## src/rtl/sm_frame_accum_pkg.sv

```systemverilog
// rtl/sm_frame_accum_pkg.sv - shared constants for the sign-magnitude frame accumulator
//   FSM state encoding (ACCUM, HOLD) and the default-width negative-zero code.
package sm_frame_accum_pkg;

  localparam int unsigned DEF_DATA_W = 8;

  localparam logic ACCUM = 1'b0;
  localparam logic HOLD  = 1'b1;

  localparam logic [DEF_DATA_W-1:0] NEG_ZERO = {1'b1, {(DEF_DATA_W-1){1'b0}}};

endpackage

```

## src/rtl/sm_frame_accum_if.sv

```systemverilog
// rtl/sm_frame_accum_if.sv - sample input and frame result handshake bundle
//   in_valid/in_ready/in_data   : sign-magnitude sample stream into the block
//   out_valid/out_ready/out_sum/out_negz : frame result towards the consumer
//   master : producer of samples / consumer of results
//   slave  : the accumulator itself
interface sm_frame_accum_if #(
  parameter int unsigned DATA_W = 8,
  parameter int unsigned ACC_W  = 10
);

  logic              in_valid;
  logic              in_ready;
  logic [DATA_W-1:0] in_data;
  logic              out_valid;
  logic              out_ready;
  logic [ACC_W-1:0]  out_sum;
  logic              out_negz;

  modport master (
    output in_valid, in_data, out_ready,
    input  in_ready, out_valid, out_sum, out_negz
  );

  modport slave (
    input  in_valid, in_data, out_ready,
    output in_ready, out_valid, out_sum, out_negz
  );

endinterface

```

## src/rtl/sm_frame_accum_sm_to_tc.sv

```systemverilog
// rtl/sm_frame_accum_sm_to_tc.sv - combinational sign-magnitude to two's complement converter
//   in_data : sign-magnitude sample, MSB is the sign
//   value   : two's-complement value sign-extended to ACC_W
//   is_negz : sample is the negative-zero code
module sm_to_tc #(
  parameter int unsigned DATA_W = 8,
  parameter int unsigned ACC_W  = 10
) (
  input  logic [DATA_W-1:0] in_data,
  output logic [ACC_W-1:0]  value,
  output logic              is_negz
);

  logic             sign;
  logic [ACC_W-1:0] mag_ext;

  assign sign    = in_data[DATA_W-1];
  assign mag_ext = {{(ACC_W-DATA_W+1){1'b0}}, in_data[DATA_W-2:0]};

  // Negating the zero-extended magnitude at full accumulator width yields the
  // sign-extended result directly; negative zero naturally becomes 0.
  assign value   = sign ? (~mag_ext + ACC_W'(1)) : mag_ext;
  assign is_negz = sign && (in_data[DATA_W-2:0] == '0);

endmodule

```

## src/rtl/sm_frame_accum.sv

```systemverilog
// rtl/sm_frame_accum.sv - accumulates frames of sign-magnitude samples into a signed sum
//   clk   : rising-edge clock
//   rst_n : asynchronous active-low reset
//   clr   : synchronous frame abort, drops partial frame, held result and any same-cycle sample
//   bus   : slave side of the sample/result handshake bundle
module sm_frame_accum
  import sm_frame_accum_pkg::*;
#(
  parameter int unsigned DATA_W    = 8,
  parameter int unsigned N_SAMPLES = 4,
  parameter int unsigned ACC_W     = 10
) (
  input  logic              clk,
  input  logic              rst_n,
  input  logic              clr,
  sm_frame_accum_if.slave   bus
);

  localparam int unsigned CNT_W = (N_SAMPLES > 2) ? $clog2(N_SAMPLES) : 1;
  localparam logic [CNT_W-1:0] LAST = CNT_W'(N_SAMPLES - 1);

  logic             state_q, state_d;
  logic [ACC_W-1:0] acc_q, acc_d;
  logic [CNT_W-1:0] cnt_q, cnt_d;
  logic             negz_q, negz_d;
  logic [ACC_W-1:0] out_sum_q, out_sum_d;
  logic             out_negz_q, out_negz_d;

  logic [ACC_W-1:0] value;
  logic             is_negz;
  logic             accept;

  sm_to_tc #(
    .DATA_W (DATA_W),
    .ACC_W  (ACC_W)
  ) u_sm_to_tc (
    .in_data (bus.in_data),
    .value   (value),
    .is_negz (is_negz)
  );

  assign bus.in_ready  = (state_q == ACCUM);
  assign bus.out_valid = (state_q == HOLD);
  assign bus.out_sum   = out_sum_q;
  assign bus.out_negz  = out_negz_q;

  assign accept = bus.in_valid && (state_q == ACCUM);

  always_comb begin
    state_d    = state_q;
    acc_d      = acc_q;
    cnt_d      = cnt_q;
    negz_d     = negz_q;
    out_sum_d  = out_sum_q;
    out_negz_d = out_negz_q;

    if (clr) begin
      // Abort wins over everything, including a sample accepted this cycle.
      state_d = ACCUM;
      acc_d   = '0;
      cnt_d   = '0;
      negz_d  = 1'b0;
    end else if (state_q == ACCUM) begin
      if (accept) begin
        if (cnt_q == LAST) begin
          out_sum_d  = acc_q + value;
          out_negz_d = negz_q | is_negz;
          acc_d      = '0;
          cnt_d      = '0;
          negz_d     = 1'b0;
          state_d    = HOLD;
        end else begin
          acc_d  = acc_q + value;
          cnt_d  = cnt_q + CNT_W'(1);
          negz_d = negz_q | is_negz;
        end
      end
    end else begin
      if (bus.out_ready) begin
        state_d = ACCUM;
      end
    end
  end

  always_ff @(posedge clk or negedge rst_n) begin
    if (!rst_n) begin
      state_q    <= ACCUM;
      acc_q      <= '0;
      cnt_q      <= '0;
      negz_q     <= 1'b0;
      out_sum_q  <= '0;
      out_negz_q <= 1'b0;
    end else begin
      state_q    <= state_d;
      acc_q      <= acc_d;
      cnt_q      <= cnt_d;
      negz_q     <= negz_d;
      out_sum_q  <= out_sum_d;
      out_negz_q <= out_negz_d;
    end
  end

endmodule

```

## src/flat_wrapper.sv

```systemverilog
// flat-port wrapper written by rule: the top's interface ports become plain ports
module sm_frame_accum_flat import sm_frame_accum_pkg::*;
#(
  parameter int unsigned DATA_W    = 8,
  parameter int unsigned N_SAMPLES = 4,
  parameter int unsigned ACC_W     = 10
)
  (clk, rst_n, clr, bus_in_valid, bus_in_data, bus_out_ready, bus_in_ready, bus_out_valid, bus_out_sum, bus_out_negz);
  sm_frame_accum_if #(.DATA_W(DATA_W), .ACC_W(ACC_W)) bus_i ();
  input  logic clk;
  input  logic rst_n;
  input  logic clr;
  input wire logic [$bits(bus_i.in_valid)-1:0] bus_in_valid;
  input wire logic [$bits(bus_i.in_data)-1:0] bus_in_data;
  input wire logic [$bits(bus_i.out_ready)-1:0] bus_out_ready;
  output wire logic [$bits(bus_i.in_ready)-1:0] bus_in_ready;
  output wire logic [$bits(bus_i.out_valid)-1:0] bus_out_valid;
  output wire logic [$bits(bus_i.out_sum)-1:0] bus_out_sum;
  output wire logic [$bits(bus_i.out_negz)-1:0] bus_out_negz;
  assign bus_i.in_valid = bus_in_valid;
  assign bus_i.in_data = bus_in_data;
  assign bus_i.out_ready = bus_out_ready;
  assign bus_in_ready = bus_i.in_ready;
  assign bus_out_valid = bus_i.out_valid;
  assign bus_out_sum = bus_i.out_sum;
  assign bus_out_negz = bus_i.out_negz;
  sm_frame_accum #(.DATA_W(DATA_W), .N_SAMPLES(N_SAMPLES), .ACC_W(ACC_W)) u_core (.clk(clk), .rst_n(rst_n), .clr(clr), .bus(bus_i));
endmodule
```

## config.mk

```make
export PLATFORM = sky130hd
export DESIGN_NAME = sm_frame_accum_flat
export DESIGN_NICKNAME = d
export VERILOG_FILES = /design/src/rtl/sm_frame_accum_pkg.sv /design/src/rtl/sm_frame_accum_if.sv /design/src/rtl/sm_frame_accum_sm_to_tc.sv /design/src/rtl/sm_frame_accum.sv /design/src/flat_wrapper.sv
export SDC_FILE = /design/constraint.sdc
export NUM_CORES = 1
export LEC_CHECK = 0
export CAP_MARGIN = 20
export CORE_MARGIN = 1.5
export CORE_UTILIZATION = 53
export DETAILED_ROUTE_END_ITERATION = 10
export PLACE_DENSITY = 0.8
export SYNTH_ARGS = -nofsm -noshare
export SYNTH_HDL_FRONTEND = slang
export SYNTH_SLANG_ARGS = --single-unit
```

## constraint.sdc

```tcl
create_clock -name clk -period 2.6 [get_ports clk]
set_input_delay 0.52 -clock clk [delete_from_list [all_inputs] [get_ports clk]]
set_output_delay 0.52 -clock clk [all_outputs]
set_load 0.01 [all_outputs]
```

# == Word level (Yosys, flattened, before mapping) ==
# Index checks and enable logic that the tools add are counted.
# totals
regBits,25
input_bits,13
elab_cells,39
# op_classes
add_sub_neg,3
n_eq_ne,2
n_mux,18
n_bitwise,4
reduce_logical,6
# op_table
cell,n
$mux W10,5
$add A10 B1 Y10 const B,1
$add A10 B10 Y10,1
$not A7 Y10,1
$mux W1,9
$mux W2,4
$logic_not A7 Y1,1
$reduce_and A4 Y1,1
$add A2 B1 Y2 const B,1
$eq A2 B2 Y1 const B,1
$logic_and A1 B1 Y1,2
$ne A2 B2 Y1 const B,1
$not A1 Y1,2
$reduce_and A2 Y1,1
$reduce_bool A2 Y1,1
$or A1 B1 Y1,1

# == Logic depth before layout (Yosys ltp) ==
# Gate-level depths: netlist (run 1).
# depth
ltp_word,8
depth_mapped,12

# == By module ==
# Synthesis (run 1) repeated with hierarchy kept, for this count alone.
# unflattened
hier_cells,185
hier_area_um2,1764.2
# by_module_without_submodules
mod,n_inst,cells_per_inst,area_per_inst_um2,seq_area_each_um2
sm_frame_accum,1,159,1575.3,625.6
sm_to_tc,1,26,188.9,0.0

# == Worst setup path after synthesis (run 1) ==
# OpenSTA, ideal clock, no wires.
# synth_path
path_kind,in2reg
startpoint,in bus_in_data[0]
endpoint,reg u_core.out_sum_q[9] (netlist: u_core.bus.out_sum[9])
setup_ps,125
arrival_ps,2380
setup_slack_ps,95
path_stages,12
path_buffers,0
cell_sequence,inv_1 > ha_1 > nand2b_1 > nand2b_1 > nand2_1 > xnor2_1 > ha_1 > a21oi_1 > o21ai_0 > a21oi_4 > xnor3_1 > mux2_2
# synth_between
elab_chain_cells,4
# synth_lines
item,line,rtl
from (decl),flat_wrapper.sv:14,input wire logic [$bits(bus_i.in_data)-1:0] bus_in_data;
$not A7 Y10,sm_frame_accum_sm_to_tc.sv:22,assign value = sign ? (~mag_ext + ACC_W'(1)) : mag_ext;
$add A10 B1 Y10,sm_frame_accum_sm_to_tc.sv:22,
$mux W10 (*),sm_frame_accum_sm_to_tc.sv:22,
$add A10 B10 Y10 (*),sm_frame_accum.sv:66,out_sum_d = acc_q + value;
to (signal assigned),sm_frame_accum.sv:98,out_sum_q <= out_sum_d;
to (decl),sm_frame_accum.sv:26,"logic [ACC_W-1:0] out_sum_q, out_sum_d;"
# Every way passes the cells marked *; elsewhere a longest branch is shown, timed or not.
# A chain may end at the register's enable or synchronous reset.

# == Worst setup path after layout (run 1) ==
# layout_path
startpoint,in bus_in_data[1]
endpoint,reg u_core.out_sum_q[9] (netlist: u_core.bus.out_sum[9])
# The elaborated chain is that of the path after synthesis.

==> reports/summary.txt, run 1 <==
row cnt -> 19
Critical Path RT -> 2.83 ns
Final Setup Violations -> 0
Final #Nets -> 234
CP endpoint kind -> flop
Clock Skew -> 0.00518 ns
Max Freq -> 0.404 GHz
Root Buffer Master -> clkbuf_4
CTS tree -> built
share of cells above drive strength 1 -> 0.274
Final Cycle Share -> 0.952
met3 routed WL -> 158 um
Setup crit start kind -> input pin
Clock Latency Late Sink -> 0.33 ns
most frequent cells in the layout -> buf_4 (25), dfrtp_1 (25), nand2_1 (21), clkdlybuf4s50_1 (18), o21ai_1 (16)
top_reg_cell synth -> dfrtp_1
min Tclk post-route -> 2.47 ns
routed via count -> 1324
share of total power in combinational logic -> 0.487
GRT Util Overall -> 0.245
mapped cell area -> 1560 um^2
Sw Pwr -> 464 uW
TritonCTS Buffers -> 3
die width -> 57.2 um
Worst EP arrival -> 2.71 ns
Sw Ratio -> 0.350
die footprint -> 3270 um^2
placed insts -> 234
Layout fillers -> 200
IO Port Bufs -> 25
slew margin rel. -> 0.305
initial antenna violation count -> 0
Routed met2 length -> 1.90 mm
syn nets -> 182
first-pass GRT wire length -> 6.11 mm
DIE HEIGHT -> 57.2 um
critical path class -> in2reg
Critical Path Fanout Max -> 4
Seq/Total Area, Yosys -> 0.402
final RePlAce weighted congestion -> 0.835
post-route cell area -> 2130 um^2
mean post-synth cell area -> 9.91 um^2
# diodes -> 0
Initial DRC Count -> 31
Power Internal -> 862 uW
Highest Signal Layer -> met4
final WL -> 3.61 mm
Initial Util -> 0.560
status -> complete, no violations
drt first pass iters -> 4
P&R area growth vs syn -> 37.1%
grt ovf -> 0
wl on met1 -> 1.46 mm
placed inst area -> 2020 um^2
maximum vdd ir drop -> 0.605 mV
vias in the first global route -> 1435
io pins -> 26
clock network power share -> 0.130
WL/cell -> 15.1 um
worst hold path type -> reg2reg
fin util -> 0.767
Max Cap Viol -> 0
clock transition time at the flip-flop clock pins of the worst setup and hold paths -> 0.13 ns
Synth warnings -> 0
Final Hold Vio Count -> 0
Netlist cell types -> 40
final std cells w/o fill -> 239
Static Leak -> 0.00106 uW
Core ar. -> 2780 um^2
Post-synth EDFFs -> 0
via/cell ratio -> 5.54
Flop pwr share -> 0.382
Pwr Density -> 621 nW/um^2
clk sink count -> 25
ANT nets after route -> 0
H-tree levels -> 1
synthesized flop and latch total -> 25
Post-Syn Instances -> 157
Least-Margin Pin Slew -> 1.04 ns
asr flop ratio synth -> 1.00
DRC errors left -> 0
Post-Route Setup TNS -> 0 ns
Clock Path Buffers -> 2
max-slew violations -> 0
Final HPWL DP -> 2.67 mm
largest net degree at the start of global routing -> 26
[Yosys cell counts (all sizes together) (2+ instances only)]
cell type | count | area (um^2)
dfrtp | 25 | 626
nand2 | 22 | 82.6
o21ai | 20 | 100
ha | 11 | 138
a21oi | 10 | 68.8
xnor2 | 9 | 78.8
nor2 | 6 | 22.5
inv | 5 | 18.8
nand3 | 5 | 37.5
clkbuf | 4 | 15.0
mux2 | 4 | 45.0
nand2b | 4 | 25.0
a21o | 3 | 22.5
mux2i | 3 | 30.0
o31ai | 3 | 22.5
xor2 | 3 | 26.3
a22o | 2 | 17.5
and2 | 2 | 12.5
nor3 | 2 | 21.3
or3 | 2 | 17.5
[layout make-up]
cell class	instances	area [um^2]	share of cell area
flip-flops and latches	25	626	0.293
multi-input cells	122	960	0.450
clock buffers	3	22.5	0.0106
clock inverters	1	5.00	0.00235
inverters	5	18.8	0.00880
repair buffers	52	463	0.217
well taps	31	38.8	0.0182
[metal layers]
layer  up-vias  global-route usage
li1        650                   -
met1       630               0.255
met2        36               0.460
met3         8              0.0522
met4         0               0.123
met5         -                   0
[sequential cells by signal (all words and copies together) (netlist names)]
register              flops
u_core.acc_q             10
u_core.bus.out_negz       1
u_core.bus.out_sum       10
u_core.bus.out_valid      1
u_core.cnt_q              2
u_core.negz_q             1
[what timing repair did]
action	in CTS	in global routing
pin swaps	10	4
endpoints found under the setup margin	8	8
hold buffers	0	0
buffers inserted	1	0
gates resized for setup	22	8
gates cloned	0	0
[power by group through the flow]
stage	combinational, uW	sequential (uW)	clock, uW
floorplan	318	526	0
global placement	573	509	0
detailed placement	600	515	0
CTS	639	508	182
global route	707	517	189
finish	646	507	173
[path summary, 6_finish.rpt]
| check | start | end | slack (ns) | depth (start not counted) |
|---|---|---|---|---|
| worst max-delay path | bus_in_data[1] | u_core.bus.out_sum[9]$_DFFE_PN0P_ | 0.13 | 11 |
| worst min register to register | u_core.bus.out_sum[4]$_DFFE_PN0P_ | u_core.bus.out_sum[4]$_DFFE_PN0P_ | 0.50 | 2 |
| worst min-delay path | u_core.bus.out_sum[4]$_DFFE_PN0P_ | u_core.bus.out_sum[4]$_DFFE_PN0P_ | 0.50 | 2 |
| worst max register to register | u_core.acc_q[0]$_DFFE_PN0P_ | u_core.acc_q[6]$_DFFE_PN0P_ | 0.53 | 8 |
| max in group asynchronous | rst_n | u_core.bus.out_sum[8]$_DFFE_PN0P_ | 1.83 | 2 |
| min in group asynchronous | rst_n | u_core.acc_q[3]$_DFFE_PN0P_ | 0.53 | 2 |
[kinds of logic after synthesis]
logic type,Yosys count,synth area share
simple gates,46,0.158
compound gates,44,0.184
flops,25,0.402
xor+xnor,13,0.0820
fa+ha+maj,12,0.101
buf+inv,10,0.0249
mux,7,0.0482
[critical path, cell delays in order]
cell           delay [ns]
dlygate4sd2_1        0.25
or3_4                0.40
buf_6                0.13
nand2_1              0.07
xnor2_1              0.07
ha_1                 0.38
nand4_2              0.12
nand3_4              0.09
a21oi_4              0.19
xnor3_1              0.22
mux2_2               0.26
[through the flow]
step	hold WS, ns	worst slack (ns)	power, uW
finish	0.499	0.126	1330
detailed placement	0.475	-0.574	1110
global placement	0.465	-0.476	1080
CTS	0.503	0.0108	1330
floorplan	0.224	0.0952	843
global route	0.530	-0.0161	1410
(Power assumes the default switching activity.)
==> inputs of run 2 (changes only) <==
RECOVER_POWER = 25   (was unset)
==> run 2 against run 1 <==
Compared with the run above: largest cell class unchanged; fmax about the same; clock power about the same; setup slack about the same; flip-flop and latch count unchanged; clock skew about the same; hold slack barely moved; non-clock buffer count did not move; sequential power about the same; power about the same; via count did not move; global-route usage is the same; cell count stayed put.
==> reports/summary.txt, run 2 (synthesized netlist as in run 1, its figures left out) <==
Critical Path Fanout Max -> 4 (unchanged)
Pwr Density -> 622 nW/um^2 (+0.10%)
Clock Path Buffers -> 2 (unchanged)
Final Setup Violations -> 0 (unchanged)
Worst EP arrival -> 2.71 ns (about the same)
die footprint -> 3270 um^2 (unchanged)
Final Cycle Share -> 0.952 (about the same)
Max Cap Viol -> 0 (unchanged)
row cnt -> 19 (unchanged)
status -> complete, no violations
DIE HEIGHT -> 57.2 um (unchanged)
H-tree levels -> 1 (unchanged)
clock transition time at the flip-flop clock pins of the worst setup and hold paths -> 0.13 ns (about the same)
commonest non-fill, non-tap cell in the layout -> dfrtp_1
ANT nets after route -> 0 (unchanged)
first-pass GRT wire length -> 6.11 mm (unchanged)
grt ovf -> 0 (unchanged)
Final #Nets -> 234 (unchanged)
io pins -> 26 (unchanged)
worst hold path type -> reg2reg
largest net degree at the start of global routing -> 26 (unchanged)
worst-case reg-to-reg path depth -> 8 (unchanged)
P&R area growth vs syn -> 36.8%
GRT Util Overall -> 0.245 (unchanged)
final worst slack -> 0.126 ns (+0.0000290 ns)
clk sink count -> 25 (unchanged)
Clock Latency Late Sink -> 0.33 ns (about the same)
via/cell ratio -> 5.54 (unchanged)
Root Buffer Master -> clkbuf_4
Multi-input gate area -> 960 um^2 (unchanged)
TritonCTS Buffers -> 3 (unchanged)
Clock Skew -> 0.00520 ns (+0.0000281 ns)
IO Port Bufs -> 25 (unchanged)
final WL -> 3.60 mm (about the same)
slew margin rel. -> 0.127 (-0.178)
final RePlAce weighted congestion -> 0.835 (unchanged)
Static Leak -> 0.00106 uW (-0.32%)
vias in the first global route -> 1435 (unchanged)
Setup crit start kind -> input pin
CP endpoint kind -> flop
share of cells above drive strength 1 -> 0.269 (-0.00481)
initial antenna violation count -> 0 (unchanged)
critical path class -> in2reg
Initial DRC Count -> 31 (unchanged)
min Tclk post-route -> 2.47 ns (-0.0000290 ns)
Hold Crit Depth -> 2 (unchanged)
most frequent cells in the layout -> dfrtp_1 (25), buf_4 (24), nand2_1 (21), clkdlybuf4s50_1 (17), o21ai_1 (16)
DRC errors left -> 0 (unchanged)
hold buffers post-CTS -> 0 (unchanged)
worst slack at placement -> -0.574 ns (unchanged)
routed via count -> 1324 (unchanged)
die width -> 57.2 um (unchanged)
Core ar. -> 2780 um^2 (unchanged)
CTS tree -> built
Final Hold Vio Count -> 0 (unchanged)
Max Freq -> 0.404 GHz (about the same)
Reg area -> 626 um^2 (unchanged)
max-slew violations -> 0 (unchanged)
Post-Route Setup TNS -> 0 ns (unchanged)
# diodes -> 0 (unchanged)
maximum vdd ir drop -> 0.605 mV (about the same)
WL/cell -> 15.1 um (about the same)
drt first pass iters -> 4 (unchanged)
Critical Path RT -> 2.83 ns (about the same)
Final HPWL DP -> 2.67 mm (unchanged)
Initial Util -> 0.560 (unchanged)
Least-Margin Pin Slew -> 1.31 ns (+0.268 ns)
Layout fillers -> 201 (+0.50%)
## run 2: cell count changes in the layout (fill, tap and decap cells not counted), sizes merged
| cell | change |
|---|---|
| dlygate4sd3 | +1 |
| clkdlybuf4s50 | -1 |
| buf | -1 |
| clkbuf | +1 |
## run 2: routing by layer
layer / global-route usage / up-vias / routed length [um]
met5: 0 / - / 0
met3: 0.0522 / 8 / 157
met4: 0.123 / 0 / 87
met1: 0.255 / 629 / 1450
met2: 0.460 / 36 / 1910
li1: - / 651 / -
## run 2: timing repair
item / 4_1_cts / 5_1_grt
gates resized for setup: 22 / 8
setup buffers: 1 / 0
endpoints found under the setup margin: 8 / 8
pin swaps: 10 / 4
## run 2: final cells by class
| type | count | area share |
|---|---|---|
| Clock buffer | 3 | 0.0106 |
| Clock inverter | 1 | 0.00235 |
| Inverter | 5 | 0.00881 |
| Multi-Input combinational cell | 122 | 0.451 |
| Sequential cell | 25 | 0.294 |
| Tap cell | 31 | 0.0182 |
| Timing Repair Buffer | 52 | 0.216 |
## run 2: final timing paths
| kind | start | to | slack (ns) |
|---|---|---|---|
| hold / removal | u_core.bus.out_sum[4]$_DFFE_PN0P_ | u_core.bus.out_sum[4]$_DFFE_PN0P_ | 0.50 |
| setup reg to reg | u_core.acc_q[0]$_DFFE_PN0P_ | u_core.acc_q[6]$_DFFE_PN0P_ | 0.52 |
| max in group asynchronous | rst_n | u_core.bus.out_sum[8]$_DFFE_PN0P_ | 0.85 |
| hold reg to reg | u_core.bus.out_sum[4]$_DFFE_PN0P_ | u_core.bus.out_sum[4]$_DFFE_PN0P_ | 0.50 |
| setup / recovery | bus_in_data[1] | u_core.bus.out_sum[9]$_DFFE_PN0P_ | 0.13 |
| min in group asynchronous | rst_n | u_core.acc_q[3]$_DFFE_PN0P_ | 0.98 |
## run 2: worst max-delay path: stages
cell	delay, ns
dlygate4sd2_1	0.25
or3_4	0.40
buf_6	0.13
nand2_1	0.07
xnor2_1	0.07
ha_1	0.38
nand4_2	0.12
nand3_4	0.09
a21oi_4	0.19
xnor3_1	0.22
mux2_2	0.26
## run 2: where the power goes
part	switching, uW	leakage (uW)	total (uW)	internal [uW]
Combinational	303	0.000707	645	342
Sequential	46.0	0.000337	507	461
Clock	115	0.0000177	173	57.9
## run 2: stage by stage
stage	total power (uW)	util	instance area, um^2	cells	hold WS [ns]
floorplan	843	-	1560	157	0.224
global placement	1080	0.726	2020	234	0.465
detailed placement	1110	0.726	2020	234	0.475
CTS	1330	0.762	2120	239	0.503
global route	1410	0.766	2130	239	0.530
finish	1320	0.766	2130	239	0.499
==> variant (config.mk and constraints of run 2) <==
Set the package constant `HOLD` to 1'b0 (it was 1'b1).
--- a/src/rtl/sm_frame_accum_pkg.sv
+++ b/src/rtl/sm_frame_accum_pkg.sv
@@ -5,7 +5,7 @@
   localparam int unsigned DEF_DATA_W = 8;
 
   localparam logic ACCUM = 1'b0;
-  localparam logic HOLD  = 1'b1;
+  localparam logic HOLD  = 1'b0;
 
   localparam logic [DEF_DATA_W-1:0] NEG_ZERO = {1'b1, {(DEF_DATA_W-1){1'b0}}};
 
Behaviour: not the same (a bounded check fails within 4 cycles, from zero or initial values and one cycle with rst_n low).
==> variant against run 2 <==
  * Routed wire length grew 1.7%
  * Non-clock buffer count grew 8
  * Synthesized area grew 0.40%
  * Clock power up 3%
  * Largest cell class unchanged
  * Setup slack lost 74 ps
  * Design area increased by 3.8%
  * Sequential cell count stayed put
  * Total power grew 2.2%
  * Synthesized cell count decreased by 9.6%
==> variant: results (changes against run 2) <==
CTS Buf Count -> 3 (unchanged)
initial antenna violation count -> 0 (unchanged)
R2R Path Start -> u_core.acc_q[0]$_DFFE_PN0P_ (unchanged)
Hold Crit Class -> register to register (unchanged)
status -> finished, final reports clean (unchanged)
Seq/Total Area, Yosys -> 40.0% (was 40.2%)
Peak VDD IR -> 0.596 mV (was 0.605 mV)
DRT Pass-1 Iters -> 4 (unchanged)
worst reg2reg path endpoint -> u_core.bus.out_sum[6]$_DFFE_PN0P_ (was u_core.acc_q[6]$_DFFE_PN0P_)
number of global-route vias before repair -> 1,414 (was 1,435)
Worst setup startpoint -> bus_in_data[2] (was bus_in_data[1])
Area contributors post-synth -> dfrtp_1, ha_1, mux2_2 (was dfrtp_1, ha_1, nand2_1)
Final Wtd Congestion -> 0.951 (was 0.835)
CP max stage cell -> or3_4 (unchanged)
pin count of the biggest net entering global routing -> 26 (unchanged)
Max clock buf depth -> 2 (unchanged)
WP data arrival -> 2770 ps (was 2710 ps)
Synth top cells by count -> dfrtp_1, ha_1, mux2_2, nand2_1, xnor2_1 (was dfrtp_1, nand2_1, o21ai_1, ha_1, xnor2_1)
Max-Slew Margin vs Limit -> 9.86% (was 12.7%)
LEAKAGE -> 1.13 nW (was 1.06 nW)
asr flop ratio synth -> 100% (unchanged)
Critical Path Fanout Max -> 3 (was 4)
Worst Skew -> 4.83 ps (was 5.20 ps)
Mapped Nets -> 167 (was 182)
clk root buf -> clkbuf_4 (unchanged)
overall routing resource usage -> 25.0% (was 24.5%)
wire length per cell -> 15.8 um (was 15.1 um)
clk_lat worst skew -> 320 ps
vias per inst -> 5.57 (was 5.54)
DPL Wire Length -> 2.72 mm (was 2.67 mm)
first-pass GRT wire length -> 6.37 mm (was 6.11 mm)
n_diodes -> 0 (unchanged)
nets -> 227 (was 234)
Synth Flop Type -> dfrtp_1 (unchanged)
R2R Setup Slk -> 380 ps (was 520 ps)
hold slack -> 518 ps (was 499 ps)
First DRT Iteration DRCs -> 34 (was 31)
unique cell type count in the Yosys netlist -> 38 (was 40)
layout cell share with drive strength beyond 1 -> 38.3% (was 26.9%)
CP delay by family, top -> compound AO/OA/AOI/OAI gates (was simple AND/OR/NAND/NOR gates)
capture point of the worst path -> u_core.bus.out_sum[9]$_DFFE_PN0P_ (unchanged)
IO Port Bufs -> 25 (unchanged)
CTS H-tree lvls -> 1 (unchanged)
Crit path largest cell delay -> 390 ps
Endpoint, Worst Hold -> u_core.bus.out_sum[8]$_DFFE_PN0P_ (was u_core.bus.out_sum[4]$_DFFE_PN0P_)
hold path start -> u_core.bus.out_sum[8]$_DFFE_PN0P_ (was u_core.bus.out_sum[4]$_DFFE_PN0P_)
Hold Crit Depth -> 2 (unchanged)
Reg clk slew, reported paths -> 130 ps (about the same)
yosys synthesis warning count -> 0 (unchanged)
r2r worst-path depth -> 8 (unchanged)
==> variant: per-layer routing <==
layer	part of all wire (%)	track usage (%)
met5	0	0
met4	1.1	7.64
met3	4.7	2.04
met2	46	40.7
met1	48	36.0
==> variant: where the power goes <==
group	leakage, nW	internal, W	total [W]	switching, W
combinational	0.781	0.000372	0.000665	0.000294
sequential	0.336	0.000463	0.000509	0.0000464
clock	0.0150	0.0000601	0.000179	0.000119
==> variant: final cells by class <==
type / count / area [sq um]
Clock buffer: 4 / 26.3
Fill cell: 183 / 572
Inverter: 5 / 18.8
Multi-Input combinational cell: 107 / 1000
Sequential cell: 25 / 626
Tap cell: 31 / 38.8
Timing Repair Buffer: 60 / 495
==> variant: kinds of logic (layout without fill, tap and decap cells) <==
kind of cell	Yosys count	in the layout	share of synthesized area, %
adder cells (fa/ha/maj)	12	12	10.1
AO/OA/AOI/OAI	37	37	17.1
AND/OR/NAND/NOR	30	30	11.1
XOR/XNOR	13	13	8.17
multiplexers	15	15	10.8
buffers and inverters	10	69	2.64
flip-flops	25	25	40.0
==> variant: per-stage QoR <==
stage	setup WS (ps)	area (sq um)	power (W)	std cells	setup TNS, ps
floorplan	-103	1570	0.000852	142	-103
global placement	-537	2050	0.00111	221	-5710
detailed placement	-613	2050	0.00114	221	-6760
CTS	2.96	2170	0.00134	230	0
global route	5.81	2210	0.00144	232	0
finish	51.9	2210	0.00135	232	0
==> variant: what timing repair did <==
item                       4_1_cts  5_1_grt
gates resized for setup         25       21
setup buffers                    5        2
setup endpoints to repair       12       10
pin swaps                       14       18
==> variant: worst register-to-register path: stages, from the launching register on <==
cell,delay [ps]
dfrtp_1,420
ha_1,220
fa_1,390
a21o_1,190
a21oi_1,210
o21bai_1,90
a21oi_1,190
xnor2_1,130
mux2_2,280
